===== config.mk =====
export PLATFORM = sky130hd
export DESIGN_NAME = uart_tx_arbiter
export DESIGN_NICKNAME = d
export VERILOG_FILES = /design/src/rtl/uart_pkg.sv /design/src/rtl/rr_picker.sv /design/src/rtl/uart_tx_arbiter.sv
export SDC_FILE = /design/constraint.sdc
export NUM_CORES = 1
export LEC_CHECK = 0
export ABC_AREA = 1
export BUFFER_PORTS_ARGS = -buffer_cell sky130_fd_sc_hd__buf_2
export CAP_MARGIN = 20
export CORE_ASPECT_RATIO = 0.9
export CORE_MARGIN = 8
export CORE_UTILIZATION = 48
export CTS_CLUSTER_SIZE = 16
export DETAILED_ROUTE_END_ITERATION = 10
export PLACE_DENSITY_LB_ADDON = 0.05
export SYNTH_ARGS = -nofsm -noshare
export SYNTH_HDL_FRONTEND = slang
export SYNTH_SLANG_ARGS = --single-unit

===== constraint.sdc =====
create_clock -name clk -period 2.1 [get_ports clk]
set_input_delay 0.21 -clock clk [delete_from_list [all_inputs] [get_ports clk]]
set_output_delay 0.21 -clock clk [all_outputs]
set_load 0.02 [all_outputs]

===== src/rtl/uart_pkg.sv =====
// Shared types and helpers for the UART TX arbiter slice.
package uart_pkg;

  localparam int DEF_DATA_W = 8;

  typedef enum logic [1:0] {
    IDLE      = 2'd0,
    LAUNCH    = 2'd1,
    WAIT_BUSY = 2'd2,
    WAIT_DONE = 2'd3
  } state_t;

  // Ceiling log2, with clog2(1) == 0; bounded loop keeps it elaboration-safe.
  function automatic int clog2(input int n);
    int r;
    r = 0;
    for (int i = 0; i < 31; i++)
      if ((1 << i) < n) r = i + 1;
    return r;
  endfunction

endpackage


===== src/rtl/rr_picker.sv =====
// Combinational round-robin priority encoder: first set request at or after
// rr_ptr, wrapping at NUM_REQ (which need not be a power of two).
module rr_picker import uart_pkg::*; #(
  parameter int NUM_REQ = 4,
  parameter int ID_W    = clog2(NUM_REQ)
) (
  input  logic [NUM_REQ-1:0] req,
  input  logic [ID_W-1:0]    rr_ptr,
  output logic               any,
  output logic [ID_W-1:0]    winner
);

  // One extra bit so rr_ptr + offset never overflows before the wrap compare.
  logic [ID_W:0] idx;

  // Walk offsets from farthest to nearest so the nearest valid requester wins.
  always_comb begin
    any    = 1'b0;
    winner = '0;
    idx    = '0;
    for (int k = NUM_REQ - 1; k >= 0; k--) begin
      idx = {1'b0, rr_ptr} + (ID_W + 1)'(k);
      if (idx >= (ID_W + 1)'(NUM_REQ))
        idx = idx - (ID_W + 1)'(NUM_REQ);
      if (req[idx[ID_W-1:0]]) begin
        any    = 1'b1;
        winner = idx[ID_W-1:0];
      end
    end
  end

endmodule


===== src/rtl/uart_tx_arbiter.sv =====
// Round-robin sharing of one UART TX core among NUM_REQ byte producers.
// Accepts one byte, pulses tx_start, then follows tx_busy to frame end,
// dropping the byte if the core never reports busy within START_TO cycles.
module uart_tx_arbiter import uart_pkg::*; #(
  parameter int NUM_REQ  = 4,
  parameter int DATA_W   = DEF_DATA_W,
  parameter int ID_W     = clog2(NUM_REQ),
  parameter int START_TO = 15
) (
  input  logic                      clk,
  input  logic                      reset,
  input  logic [NUM_REQ-1:0]        req_valid,
  input  logic [NUM_REQ*DATA_W-1:0] req_data,
  output logic [NUM_REQ-1:0]        req_ready,
  output logic                      tx_start,
  output logic [DATA_W-1:0]         tx_data,
  input  logic                      tx_busy,
  output logic [ID_W-1:0]           grant_id,
  output logic                      active,
  output logic                      done,
  output logic                      timeout_err
);

  localparam int CNT_W = clog2(START_TO + 1);

  state_t                           state, state_nx;
  logic [ID_W-1:0]                  rr_ptr, winner, ptr_nx;
  logic                             any, accept;
  logic [CNT_W-1:0]                 cnt;
  logic [NUM_REQ-1:0][DATA_W-1:0]   req_bytes;

  assign req_bytes = req_data;

  // Pointer moves one past the owner of the frame that just ended.
  assign ptr_nx = (grant_id == ID_W'(NUM_REQ - 1)) ? '0 : grant_id + ID_W'(1);

  rr_picker #(.NUM_REQ(NUM_REQ), .ID_W(ID_W)) u_pick (
    .req    (req_valid),
    .rr_ptr (rr_ptr),
    .any    (any),
    .winner (winner)
  );

  // State register; reset aborts any frame in flight.
  always_ff @(posedge clk or negedge reset) begin
    if (!reset) state <= IDLE;
    else        state <= state_nx;
  end

  // Next-state and strobe decode. req_ready is masked while reset is held
  // so a producer never sees an accept that the FSM does not take.
  always_comb begin
    state_nx    = state;
    accept      = 1'b0;
    req_ready   = '0;
    tx_start    = 1'b0;
    done        = 1'b0;
    timeout_err = 1'b0;
    case (state)
      IDLE: begin
        if (reset && any && !tx_busy) begin
          accept    = 1'b1;
          req_ready = NUM_REQ'(1) << winner;
          state_nx  = LAUNCH;
        end
      end
      LAUNCH: begin
        tx_start = 1'b1;
        state_nx = WAIT_BUSY;
      end
      WAIT_BUSY: begin
        // busy arriving on the last allowed cycle still counts as a launch
        if (tx_busy) state_nx = WAIT_DONE;
        else if (cnt == CNT_W'(START_TO)) begin
          timeout_err = 1'b1;
          state_nx    = IDLE;
        end
      end
      WAIT_DONE: begin
        if (!tx_busy) begin
          done     = 1'b1;
          state_nx = IDLE;
        end
      end
      default: state_nx = IDLE;
    endcase
  end

  // Captured byte/owner, frame-active flag, round-robin pointer, start timer.
  always_ff @(posedge clk or negedge reset) begin
    if (!reset) begin
      tx_data  <= '0;
      grant_id <= '0;
      active   <= 1'b0;
      rr_ptr   <= '0;
      cnt      <= '0;
    end else begin
      if (accept) begin
        tx_data  <= req_bytes[winner];
        grant_id <= winner;
        active   <= 1'b1;
      end else if (done || timeout_err) begin
        active <= 1'b0;
        rr_ptr <= ptr_nx;
      end
      if (state == LAUNCH)
        cnt <= '0;
      else if (state == WAIT_BUSY && !tx_busy && cnt != CNT_W'(START_TO))
        cnt <= cnt + CNT_W'(1);
    end
  end

endmodule


* Word-level counts from Yosys, hierarchy flattened *
Index checks and enable logic that the tools add are counted.

storage, ports and cells
  bits in registers = 19
  output and inout bits = 18
  logic and storage cells = 88

cells by class
  shifts and indexed selects = 1
  equal/unequal tests = 9
  reduce and logical (&&, ||, !) cells = 11
  magnitude comparators = 9
  add/subtract/negate cells = 9
  bitwise operators = 1
  multiplexer cells = 42

operators with widths
  operator               count
  $mux W2                13
  $mux W1                18
  $bmux W8 S2            1
  $mux W4                4
  $lt A2 B3 Y1 const B   5
  $ge A3 B3 Y1 const B   3
  $bmux W1 S2            4
  $mux W8                1
  $pmux W2 S4            1
  $sub A2 B1 Y2 const B  4
  $add A2 B2 Y3 const B  2
  $eq A2 B2 Y1 const B   3
  $add A4 B1 Y4 const B  1
  $eq A4 B4 Y1 const B   1
  $logic_and A1 B1 Y1    4
  $ne A2 B2 Y1 const B   2
  $ne A4 B4 Y1 const B   1
  $reduce_bool A2 Y1     2
  $shl A1 B2 Y4 const A  1
  $add A2 B1 Y3 const B  1
  $ge A2 B3 Y1 const B   1
  $ne A3 B3 Y1 const B   1
  $reduce_and A3 Y1      1
  $add A2 B1 Y2 const B  1
  6 further kinds        6

* Longest topological paths before layout *
  depth after elaboration = 15
  gate-level depth with buffers = 16

* By module *
A second synthesis with hierarchy kept.

second synthesis, totals
  cell total of the unflattened synthesis = 251
  area total of the unflattened synthesis = 1466.4 sq um

by module, submodules not included
  module           cells an instance  sequential area each (sq um)  times used  area an instance (sq um)
  uart_tx_arbiter  205                475.5                         1           1253.7
  rr_picker        46                 0.0                           1           212.7

* Worst setup path before layout *
OpenSTA, ideal clock, no wires.

  path type = flip-flop to output port
  start = register rr_ptr[0]
  end = output req_ready[1]
  cell stages (with the launch flop) = 14
  buffers on the path = 2
  setup slack = 0.321 ns
  arrival time = 1.569 ns
  cell sequence = dfrtp_1 buf_6 inv_4 nand2_1 nand2_1 inv_2 nand2_1 nand3_2 nand2_1 nand2_2 nand2_2 buf_4 nand2_1 nor2_1

on the way
  word-level cells in the longest chain between the ends = 13
  elaborated cells on any way between the ends = 36
  those cells by class = add/sub (7); order compare (4); shift (1); mux (22); reduce/logical (2)

ends and longest elaborated chain
  element                                        line                              text
  from (decl)                                    uart_tx_arbiter.sv:27             logic [ID_W-1:0] rr_ptr, winner, ptr_nx;
  from (signal assigned)                         uart_tx_arbiter.sv:104            rr_ptr <= ptr_nx;
  $add A2 B2 Y3                                  rr_picker.sv:22                   idx = {1'b0, rr_ptr} + (ID_W + 1)'(k);
  $ge A3 B3 Y1 or $sub A2 B1 Y2 (tied branches)  rr_picker.sv:23, rr_picker.sv:24
  $mux W2                                        rr_picker.sv:23                   if (idx >= (ID_W + 1)'(NUM_REQ))
  $bmux W1 S2                                    rr_picker.sv:25                   if (req[idx[ID_W-1:0]]) begin
  $mux W1 (implied by the code)                  rr_picker.sv:25
  $mux W1 (4 in series)                          rr_picker.sv:25
  $logic_and A1 B1 Y1 (2 in series)              uart_tx_arbiter.sv:61             if (reset && any && !tx_busy) begin
  $mux W4 (*)                                    uart_tx_arbiter.sv:61
  $mux W4 (*)                                    uart_tx_arbiter.sv:59             case (state)
  to (decl)                                      uart_tx_arbiter.sv:14             output logic [NUM_REQ-1:0] req_ready,

Mark *: on every way between the ends. The rest lies on a longest branch, timed or not. The select of a mux whose other input is x is not followed.

* Worst setup path in the final report *
  start = register rr_ptr[0]
  end = output req_ready[2]

Same word-level chain as after synthesis.

==> metrics <==
status finished, violations left; failing checks negative setup slack; crit start category flop; prevailing post-synth register cell dfrtp_1; Tmin final 2.11 ns; DRT iter0 DRCs 76; Distinct cells, synth 19; required time worst endpoint 1.89 ns; Post-Route Skew 0.0114 ns; # DRC 0; Synth area leader dfrtp_1; full die area 0.00494 mm^2; Final Max Tran Viols 0; YS warnings 0; ANT nets after route 0; GR Util met1 18.0%; area occupied by multi-input gates 792 um^2; register clock-pin slew on the reported worst setup and hold paths 0.12 ns; worst hold slack 0.174 ns; Fill cells about 270; RePlAce Congestion 0.801; total chip power 0.00282 W; Die W 73.2 um; Max-cap violations 0; Commonest cells post-synth nand2_1 (82), inv_1 (43), nand3_1 (36); unrepaired setup endpoints after global routing yes; area delta synth->final 37.0%; HPWL after detailed placement 2940 um; CTS buffer count 3; Sequential cell area 477 um^2; post-layout util 69.9%; global-route wire length before repair approximately 6000 um; # diodes 0; Setup WS post-layout -0.00615 ns; root buf cell clkbuf_4; Via Count 1620; core area about 0.0028 mm^2; CP endpoint kind primary output; synthesized instance count 234; Max Buffers Root-to-Sink 2; vias per inst roughly 4.8; Final setup violation count 1; met3 Usage GRT 5.03%; global route overflow 0; TritonCTS clock tree done; GRT busiest layer met2; register bit count reported by yosys 19; pin count of the biggest net entering global routing 20; worst hold path class in -> reg; syn nets 275; total track usage 15.1%; ys async rst share 100%; drt first pass iters 4; Setup Crit Path Kind reg -> out; Avg Inst Size Synth between 6 and 7 um^2; port buffer count 56; Post-synth EDFFs 0; post-synth top area share 33.6%; Placed Area 0.00174 mm^2; sequential fraction of the synthesis area 33.6%; layout cells sized above 1 33.9%; Crit Path Max Fanout 8; CP arrival 1.90 ns; M2 GR Usage a little over a quarter; largest cells by area after synthesis dfrtp_1 (34%), nand2_1 (22%), nand3_1 (13%), inv_1 (11%), nor2_1 (5.0%); starting density of the core 51.0%; initial antenna violation count 0; drt total wl 3880 um; worst slew pin tran approximately 0.37 ns; most frequent cell after synthesis nand2_1; fin crit share 100%; DR WL/cell 11.4 um; Peak VDD IR roughly 0.76 mV; vias in the first global route 1463; final instance area just under 0.002 mm^2; Final Net Count approximately 340; maximum clock frequency 475 MHz; row cnt 18; Die Y 67.5 um; # H-tree levels 1; leakage 1.19 nW; Clk Latency, worst-skew pair 0.30 ns; Mapped Area 0.00141 mm^2; P per Cell Area 1460 mW/mm^2; Slew headroom roughly 75%; final hold violation count 0; Clock Sinks 19; # IOs 57
==> critical path, cell delays in order, from the launching register on <==
cell	delay, ns
dfrtp_2	0.49
inv_4	0.11
nand2_1	0.11
nand2_2	0.11
o21ai_1	0.08
inv_2	0.08
nand2_1	0.07
nand2_2	0.09
nand2_4	0.08
inv_2	0.09
nand2_4	0.06
nor2_2	0.08
buf_4	0.15
==> registers in the layout, indices dropped and copies added (netlist names) <==
signal and count:
active 1, cnt 4, grant_id 2, rr_ptr 2
state 2, tx_data 8
==> path summary, 6_finish.rpt <==
kind	start	to	slack (ns)	depth (start not counted)
hold / removal	tx_busy	state[0]$_DFFE_PN0P_	0.17	4
hold reg to reg	tx_data[5]$_DFFE_PN0P_	tx_data[5]$_DFFE_PN0P_	0.48	2
max in group asynchronous	reset	rr_ptr[0]$_DFFE_PN0P_	1.47	3
setup / recovery	rr_ptr[0]$_DFFE_PN0P_	req_ready[2]	-0.006	12
min in group asynchronous	reset	rr_ptr[1]$_DFFE_PN0P_	0.41	3
setup reg to reg	rr_ptr[0]$_DFFE_PN0P_	tx_data[6]$_DFFE_PN0P_	0.16	13
==> through the flow <==
step	setup WS (ns)	instances	TNS, ns
after global routing	-0.134	341	-0.473
after global placement	0.209	329	0
after CTS	0.00291	336	0
after floorplan	0.321	234	0
final	-0.00615	341	-0.00615
after detailed placement	0.193	329	0
==> cells by family after synthesis <==
family          synth area share, %
fa+ha+maj                      1.77
buf+inv                        16.5
compound gates                 4.34
flops                          33.6
simple gates                   43.8
==> per-layer routing <==
| layer | vias to the layer above | routed length (um) |
|---|---|---|
| met2 | 52 | 1830 |
| met1 | 717 | 1790 |
| met3 | 4 | 245 |
| met4 | 0 | 25 |
| li1 | 847 | - |
| met5 | - | 0 |
==> cell type report <==
type / count / share of cell area (%)
Clock buffer: 3 / 1.16
Clock inverter: 1 / 0.258
Inverter: 48 / 9.56
Multi-Input combinational cell: 160 / 40.9
Sequential cell: 19 / 24.6
Tap cell: 40 / 2.58
Timing Repair Buffer: 70 / 20.9
==> where the power goes <==
group          switching [W]  internal, W
sequential          0.000122     0.000523
clock               0.000113    0.0000708
combinational        0.00122     0.000769
==> cells in the final DEF (no fill, tap or decap), types with 3 or more instances in the layout <==
cell and count:
nand2_1 72, a21oi_1 4, o21ai_0 5, nand2_2 7, buf_2 52, nor3_1 3, nand3_2 5, nor2_1 16
dfrtp_1 18, clkbuf_4 3, nand2_4 5, buf_4 15, inv_2 5, nand3_1 33, inv_1 41
==> timing repair <==
action,in CTS,in global routing
buffers inserted,2,5
endpoints found under the setup margin,4,4
gates resized for setup,8,26
hold buffers,1,0
pin swaps,1,7
endpoints found under the hold margin,19,0
No activity file was read; power rests on OpenSTA's default activity.
